===== config.mk =====
export PLATFORM = sky130hd
export DESIGN_NAME = apb_master_bridge
export DESIGN_NICKNAME = d
export VERILOG_FILES = /design/src/rtl/apb_bridge_pkg.sv /design/src/rtl/apb_timeout_counter.sv /design/src/rtl/apb_master_bridge.sv
export SDC_FILE = /design/constraint.sdc
export NUM_CORES = 1
export LEC_CHECK = 0
export CORE_UTILIZATION = 35
export CTS_CLUSTER_DIAMETER = 120
export DETAILED_ROUTE_END_ITERATION = 10
export PLACE_DENSITY = 0.81
export REMOVE_ABC_BUFFERS = 1
export SYNTH_ARGS = -nofsm -noshare
export SYNTH_HDL_FRONTEND = slang
export SYNTH_SLANG_ARGS = --single-unit

===== constraint.sdc =====
create_clock -name PCLK -period 10.9 [get_ports PCLK]
set_input_delay 2.18 -clock PCLK [delete_from_list [all_inputs] [get_ports PCLK]]
set_output_delay 2.18 -clock PCLK [all_outputs]
set_load 0.05 [all_outputs]

===== src/rtl/apb_bridge_pkg.sv =====
// Shared types and constants for the APB master bridge.
package apb_bridge_pkg;

  typedef enum logic [1:0] {
    IDLE,
    SETUP,
    ACCESS,
    RESP
  } apb_state_e;

  localparam int SEL_IDX_W  = 4;
  localparam int MAX_SLAVES = 16;

endpackage


===== src/rtl/apb_timeout_counter.sv =====
// Counts ACCESS cycles; terminal flags the last cycle a slave may still answer in.
module apb_timeout_counter #(
  parameter int TIMEOUT_CYCLES = 256
) (
  input  logic clk,
  input  logic rst,
  input  logic clear,
  input  logic enable,
  output logic terminal
);

  localparam int W = (TIMEOUT_CYCLES > 1) ? $clog2(TIMEOUT_CYCLES) : 1;

  logic [W-1:0] count;

  // Saturates at the terminal value so an unexpected extra cycle cannot wrap.
  always_ff @(posedge clk or posedge rst) begin
    if (rst) begin
      count <= '0;
    end else if (clear) begin
      count <= '0;
    end else if (enable && !terminal) begin
      count <= count + W'(1);
    end
  end

  assign terminal = (count == W'(TIMEOUT_CYCLES - 1));

endmodule


===== src/rtl/apb_master_bridge.sv =====
// Valid/ready request stream to single APB3 transfers, with address-decoded
// one-hot PSEL and a PREADY timeout per transfer.
module apb_master_bridge
  import apb_bridge_pkg::*;
#(
  parameter int ADDR_WIDTH     = 32,
  parameter int DATA_WIDTH     = 32,
  parameter int NUM_SLAVES     = 16,
  parameter int SEL_LSB        = 12,
  parameter int TIMEOUT_CYCLES = 256
) (
  input  logic                  PCLK,
  input  logic                  PRESET,
  input  logic                  req_valid,
  output logic                  req_ready,
  input  logic                  req_write,
  input  logic [ADDR_WIDTH-1:0] req_addr,
  input  logic [DATA_WIDTH-1:0] req_wdata,
  output logic                  rsp_valid,
  input  logic                  rsp_ready,
  output logic [DATA_WIDTH-1:0] rsp_rdata,
  output logic                  rsp_error,
  output logic [ADDR_WIDTH-1:0] PADDR,
  output logic [NUM_SLAVES-1:0] PSEL,
  output logic                  PENABLE,
  output logic                  PWRITE,
  output logic [DATA_WIDTH-1:0] PWDATA,
  input  logic [DATA_WIDTH-1:0] PRDATA,
  input  logic                  PREADY
);

  apb_state_e           state;
  apb_state_e           next_state;
  logic [SEL_IDX_W-1:0] sel_idx;
  logic [SEL_IDX_W-1:0] req_idx;
  logic                 decode_ok;
  logic                 accept;
  logic                 timeout_hit;

  assign req_idx   = req_addr[SEL_LSB +: SEL_IDX_W];
  assign decode_ok = ({1'b0, req_idx} < (SEL_IDX_W + 1)'(NUM_SLAVES));
  assign accept    = req_valid && req_ready;

  apb_timeout_counter #(
    .TIMEOUT_CYCLES(TIMEOUT_CYCLES)
  ) u_timeout (
    .clk     (PCLK),
    .rst     (PRESET),
    .clear   (state == SETUP),
    .enable  (state == ACCESS),
    .terminal(timeout_hit)
  );

  always_ff @(posedge PCLK or posedge PRESET) begin
    if (PRESET) begin
      state <= IDLE;
    end else begin
      state <= next_state;
    end
  end

  // PREADY is checked before the timeout so a last-cycle answer still completes.
  always_comb begin
    next_state = state;
    unique case (state)
      IDLE:    if (accept) next_state = decode_ok ? SETUP : RESP;
      SETUP:   next_state = ACCESS;
      ACCESS:  if (PREADY || timeout_hit) next_state = RESP;
      RESP:    if (rsp_ready) next_state = IDLE;
      default: next_state = IDLE;
    endcase
  end

  always_ff @(posedge PCLK or posedge PRESET) begin
    if (PRESET) begin
      PADDR     <= '0;
      PWRITE    <= 1'b0;
      PWDATA    <= '0;
      sel_idx   <= '0;
      rsp_rdata <= '0;
      rsp_error <= 1'b0;
    end else begin
      if (state == IDLE && accept) begin
        PADDR   <= req_addr;
        PWRITE  <= req_write;
        PWDATA  <= req_wdata;
        sel_idx <= req_idx;
        if (!decode_ok) begin
          rsp_rdata <= '0;
          rsp_error <= 1'b1;
        end
      end
      if (state == ACCESS) begin
        if (PREADY) begin
          rsp_rdata <= PWRITE ? '0 : PRDATA;
          rsp_error <= 1'b0;
        end else if (timeout_hit) begin
          rsp_rdata <= '0;
          rsp_error <= 1'b1;
        end
      end
    end
  end

  // Bus controls come straight from state so an async reset drops them at once.
  always_comb begin
    PSEL = '0;
    for (int i = 0; i < NUM_SLAVES; i++) begin
      PSEL[i] = (state == SETUP || state == ACCESS) && (sel_idx == SEL_IDX_W'(i));
    end
  end

  assign PENABLE   = (state == ACCESS);
  assign rsp_valid = (state == RESP);
  assign req_ready = (state == IDLE);

endmodule


==> results of run 1 <==
[worst max-delay path by stage]
stage / start / end / slack (ns) / cells after the start
5_1_grt: state[0] / PSEL[0] / 5.84 / 5
2_1_floorplan: PRESET / PADDR[0] / 5.87 / 1
3_3_place_gp: state[1] / PSEL[0] / 6.44 / 5
4_1_cts: state[1] / PSEL[0] / 5.99 / 5
6_report: state[1] / PSEL[0] / 5.98 / 5
3_5_place_dp: state[1] / PSEL[0] / 6.37 / 5
[worst max-delay path: cells and delay by family (launching register included)]
family	cells	cell delay (ns)
flops	1	0.42
buf+inv	2	0.94
simple gates	2	0.67
fa+ha+maj	1	0.36
[metal layers]
layer / vias to the layer above / global-route usage
met3: 20 / 0.0649
met4: 0 / 0.0776
met2: 184 / 0.305
met1: 1769 / 0.210
met5: - / 0
li1: 1772 / -
[cells in the mapped netlist (3+ instances only)]
| cell | n |
|---|---|
| mux2_2 | 66 |
| buf_2 | 5 |
| inv_1 | 5 |
| nand4_1 | 3 |
| o21ai_0 | 33 |
| nor2b_1 | 3 |
| nor2_1 | 14 |
| a22oi_1 | 32 |
| a211oi_1 | 4 |
| a21oi_1 | 6 |
| ha_1 | 6 |
| nor3_1 | 7 |
| dfrtp_1 | 108 |
| nand2_1 | 35 |
| nand3_1 | 5 |
| nand2b_1 | 4 |
| clkbuf_1 | 17 |
[logic make-up (layout without fill, tap and decap cells)]
group	count (synthesis)	after routing
adder cells (fa/ha/maj)	6	6
AO/OA/AOI/OAI	83	83
buffers and inverters	32	243
flip-flops	108	108
AND/OR/NAND/NOR	82	82
multiplexers	67	67
[state kept, by name, indices dropped and copies added (netlist names)]
signal and cells:
rsp_error 1, PADDR 32, PWDATA 32, state 2, rsp_rdata 32, u_timeout.count 8, PWRITE 1
[power groups by stage]
stage          clock network, W  registers [W]  logic (W)
3_5_place_dp                  0       0.000713    0.00154
4_1_cts                0.000309       0.000708    0.00154
6_report               0.000298       0.000707    0.00153
5_1_grt                0.000325       0.000733    0.00161
2_1_floorplan                 0        0.00131   0.000417
3_3_place_gp                  0       0.000699    0.00151
[cell type report]
type                            instances  area [um^2]
Timing Repair Buffer                  221         2200
Clock buffer                           11          243
Fill cell                            1062         5550
Clock inverter                          4         26.3
Tap cell                              172          215
Inverter                                7         28.8
Multi-Input combinational cell        238         1760
Sequential cell                       108         2700
[through the flow]
stage	hold WS (ns)	instances	total power, W	utilization	setup slack [ns]
after floorplan	0.532	353	0.00172	-	5.87
after global placement	0.486	746	0.00221	0.543	6.44
after detailed placement	0.491	746	0.00225	0.543	6.37
after CTS	0.507	761	0.00256	0.564	5.99
after global routing	0.521	761	0.00266	0.564	5.84
final	0.503	761	0.00253	0.564	5.98
==> out/results.ini, run 1 <==
[power]
ir_drop_v=0.000197
power.density_nw_per_um2=353
p_leak_nw=2.91
switching_share=0.485
pwr-share-comb=0.603
power_switching_w=0.00123
intPower_w=0.00131
clkPwrFrac=0.118
power_frac_seq=0.279

[setup_path]
critPathKind=reg2out
cp_cell_sequence=inv_1, ha_1, or3b_2, nor3_1, clkdlybuf4s50_1
r2r_setup_slack_ns=7.78
r2r-start=state[0]
cpMaxStageDelayCell=clkdlybuf4s50_1
r2r_cells=5
end_kind=output port
r2r-end=u_timeout.count[0]
cp.required_ns=8.72
start_kind=flop
path_max_fanout=5
critical-path-max-stage-delay_ns=0.83
worst_ep_arrival_time_ns=2.74

[routing]
avgRoutedWirePerCell_um=15.9
detail-route-antenna-nets=0
drt-pass1-iter-count=4
dr_wl_met2_um=5810
vias=3745
drt_iter0_drc=213
routed_wl_um=12100
vias_per_cell=4.92
highest_layer=met4
drc_errors=0
wl_met1_um=4760
met3_length_um=1230

[sta]
period_share=0.451
max_freq_mhz=203
slew_violations=0
worst_pin_slew_ns=1.13
rsz0062_at_grt=false
relSlewSlack=0.244
finalSetupTns_ns=0
post-route-min-period_ns=4.92
clock_skew_ns=0.00807
setup_viol=0
final-hold-violation-count=0

[clock_tree]
htree_levels=3
cts.sinks=108
cts_tree=yes
clk_latency_ns=0.34
postCtsHoldBufs=0
max-clock-path-buffers=2
cts_buffers=9
clkTransAtPathRegs_ns=0.06
cts-root-buf=clkbuf_16
cts-resized-gates=0
post_cts_buffers=0

[yosys]
synth_cell_types=37
synth_xor_xnor_area_share=0
synth_seq_cells=108
yosysTopAreaCellShare=0.588
yosys.area_share.simple=0.0860
synth_mux_area_frac=0.164
synth_edf_count=0
synthArstFlopShare=1.00
synth_top_family_by_area=multiplexers
synthAdderAreaFrac=0.0163
synth-compound-area-share=0.115
ys_seq_area_frac=0.588
ys_top_cells_by_area=dfrtp_1 (59%), mux2_2 (16%), a22oi_1 (5.2%)
synth_ff_type=dfrtp_1
synth_largest_area_cell=dfrtp_1
avgSynthCellArea_um2=12.2
syn-instance-count=378
yosysWarnings=0
synth_area_um2=4600

[min_path]
whs_endpoint=PADDR[16]
min-delay-start=PADDR[16]
hold_depth=1
hold_class=reg2reg

[finish]
layout.nets=693
postLayoutCellArea_um2=7180
final_common_cell=clkdlybuf4s50_1
layout-drive-gt1-share=0.149
area_growth_pct=56.1
final_cell_mix=clkdlybuf4s50_1 (218), dfrtp_1 (108), mux2_2 (66)
antennaDiodeCount=0

[floorplanning]
die_area_um2=13600
start_util=0.361
io_pins=219
core_area_um2=12700
die_width_um=117
rows=41
die_h_um=117

[global_routing]
overflow=0
grt_pass1_vias=3796
grt_antenna_before_repair=0
grt_pass1_wl_um=19000
grt_max_degree=58
groute.usage.overall=0.182

[placed_design]
hpwl_um=8900
place.gp.congestion=0.734
port_buffers=218
place_area_um2=6910

[job]
maxCapViolCount=0

[status]
outcome=completed

No activity file was read; power rests on OpenSTA's default activity.
==> inputs of run 2 (changes only) <==
==> constraint.sdc (replaced) <==
create_clock -name PCLK -period 4.9 [get_ports PCLK]
set_input_delay 0.98 -clock PCLK [delete_from_list [all_inputs] [get_ports PCLK]]
set_output_delay 0.98 -clock PCLK [all_outputs]
set_load 0.05 [all_outputs]
==> run 2 against run 1 <==
  * Clock power is 140% higher
  * Core utilization is 0.30 points higher
  * Clock skew shrank 0.0035 ns
  * Combinational power increased by 120%
  * Register-to-register slack got worse by 6.0 ns
  * Sequential power rose by 120%
  * Count of clock-buffer cells in the layout decreased by 1
  * First-iteration DRC count shrank 2.8%
  * Flip-flop and latch count unchanged
  * Hold slack gained 0.0041 ns
==> out/results.ini, run 2 (synthesis gave the netlist of run 1 again) <==
[finish]
area_growth_pct=56.9
final_common_cell=clkdlybuf4s50_1
final_cell_mix=clkdlybuf4s50_1 (218), dfrtp_1 (108), mux2_2 (66)
multi_input_area_um2=1760  ; unchanged
register_area_um2=2700  ; unchanged
reg_top3=PADDR: 32 flops, PWDATA: 32 flops, rsp_rdata: 32 flops
n_fill_cell=1102  ; +3.8%
layout.nets=695  ; +0.29%
antennaDiodeCount=0  ; unchanged
layout-drive-gt1-share=0.154  ; +0.00431

[setup_path]
cp_cell_sequence=inv_1, ha_1, or3b_2, nor3_1, clkdlybuf4s50_1
r2r_setup_slack_ns=1.81  ; -5.97 ns
end_kind=output port
r2r_cells=5  ; unchanged
r2r-end=u_timeout.count[0]
cp.required_ns=3.92  ; -4.80 ns
worst_ep_arrival_time_ns=2.73  ; about the same
path_max_fanout=5  ; unchanged
critPathKind=reg2out
critical-path-max-stage-delay_ns=0.83  ; about the same
cpMaxStageDelayCell=clkdlybuf4s50_1
r2r-start=state[0]
start_kind=flop
crit_start=state[0]

[floorplanning]
die_width_um=117  ; unchanged
die_area_um2=13600  ; unchanged
start_util=0.361  ; unchanged
rows=41  ; unchanged
die_h_um=117  ; unchanged
io_pins=219  ; unchanged
core_area_um2=12700  ; unchanged

[global_routing]
grt_pass1_wl_um=19000  ; -0.22%
groute.usage.overall=0.183  ; +0.000939
grt_max_degree=44  ; -24%
overflow=0  ; unchanged
grt_antenna_before_repair=0  ; unchanged
grt_pass1_vias=3832  ; +0.95%

[power]
power.density_nw_per_um2=792  ; +120%
ir_drop_v=0.000543  ; +170%
p_leak_nw=2.92  ; +0.57%
power.total_w=0.00571  ; +130%

[sta]
worst_pin_slew_ns=1.10  ; -0.0369 ns
post-route-min-period_ns=3.71
clock_skew_ns=0.00456  ; -0.00350 ns
slew_violations=0  ; unchanged
rsz0062_at_grt=false
final-hold-violation-count=0  ; unchanged
finalSetupTns_ns=0  ; unchanged
setup_viol=0  ; unchanged
holdWs_ns=0.508  ; +0.00406 ns
relSlewSlack=0.268  ; +0.0246
period_share=0.756
max_freq_mhz=270

[routing]
avgRoutedWirePerCell_um=16.0  ; +1.1%
vias=3807  ; +1.7%
drc_errors=0  ; unchanged
drt_iter0_drc=207  ; -2.8%
routed_wl_um=12200  ; +1.5%
vias_per_cell=4.98  ; +1.3%
detail-route-antenna-nets=0  ; unchanged
drt-pass1-iter-count=4  ; unchanged

[clock_tree]
clk_latency_ns=0.35  ; about the same
cts.sinks=108  ; unchanged
postCtsHoldBufs=0  ; unchanged
cts_buffers=9  ; unchanged
post_cts_buffers=0  ; unchanged
cts_tree=yes
htree_levels=3  ; unchanged
max-clock-path-buffers=2  ; unchanged
cts-resized-gates=0  ; unchanged
cts-root-buf=clkbuf_16
clkTransAtPathRegs_ns=0.07  ; about the same

[status]
outcome=completed

[placed_design]
place.gp.congestion=0.750  ; +2.2%
hpwl_um=9000  ; +1.2%
port_buffers=218  ; unchanged

[job]
maxCapViolCount=0  ; unchanged

[min_path]
min-delay-start=PWDATA[13]
hold_class=reg2reg
hold_depth=1  ; unchanged
whs_endpoint=PWDATA[13]

run 2: worst max-delay path, delay by kind of cell (launching register included):
kind / cells / cell delay (ns)
buffers and inverters: 2 / 0.95
adder cells (fa/ha/maj): 1 / 0.37
flip-flops: 1 / 0.40
AND/OR/NAND/NOR: 2 / 0.66
run 2: worst max-delay path by stage:
stage,to,slack (ns),depth (start not counted)
floorplan,PADDR[0],1.07,1
global placement,PSEL[0],1.65,5
detailed placement,PSEL[0],1.58,5
CTS,PSEL[0],1.19,5
global route,PSEL[0],1.10,5
finish,PSEL[0],1.19,5
run 2: report_power, final:
group / internal [W] / switching, W
sequential: 0.00130 / 0.000281
clock: 0.000397 / 0.000326
combinational: 0.00125 / 0.00216
total: 0.00295 / 0.00276
run 2: area by class of cell:
class / instances / area share
sequential: 108 / 0.375
timing repair buffer: 223 / 0.308
multi-input combinational: 238 / 0.243
clock buffer: 10 / 0.0317
tap: 172 / 0.0298
clock inverter: 6 / 0.00884
inverter: 7 / 0.00399
run 2: stage by stage:
step	std cells	utilization	setup slack [ns]	cell area, um^2
2_1_floorplan	353	-	1.07	4480
6_report	764	0.567	1.19	7210
4_1_cts	764	0.567	1.19	7210
5_1_grt	764	0.567	1.10	7210
3_3_place_gp	748	0.544	1.65	6920
3_5_place_dp	748	0.544	1.58	6920
run 2: metal layers:
layer	track usage	vias up	routed length [um]
met1	0.209	1830	4890
met3	0.0612	15	1130
met4	0.0819	0	213
li1	-	1778	-
met5	0	-	0
met2	0.310	184	6010
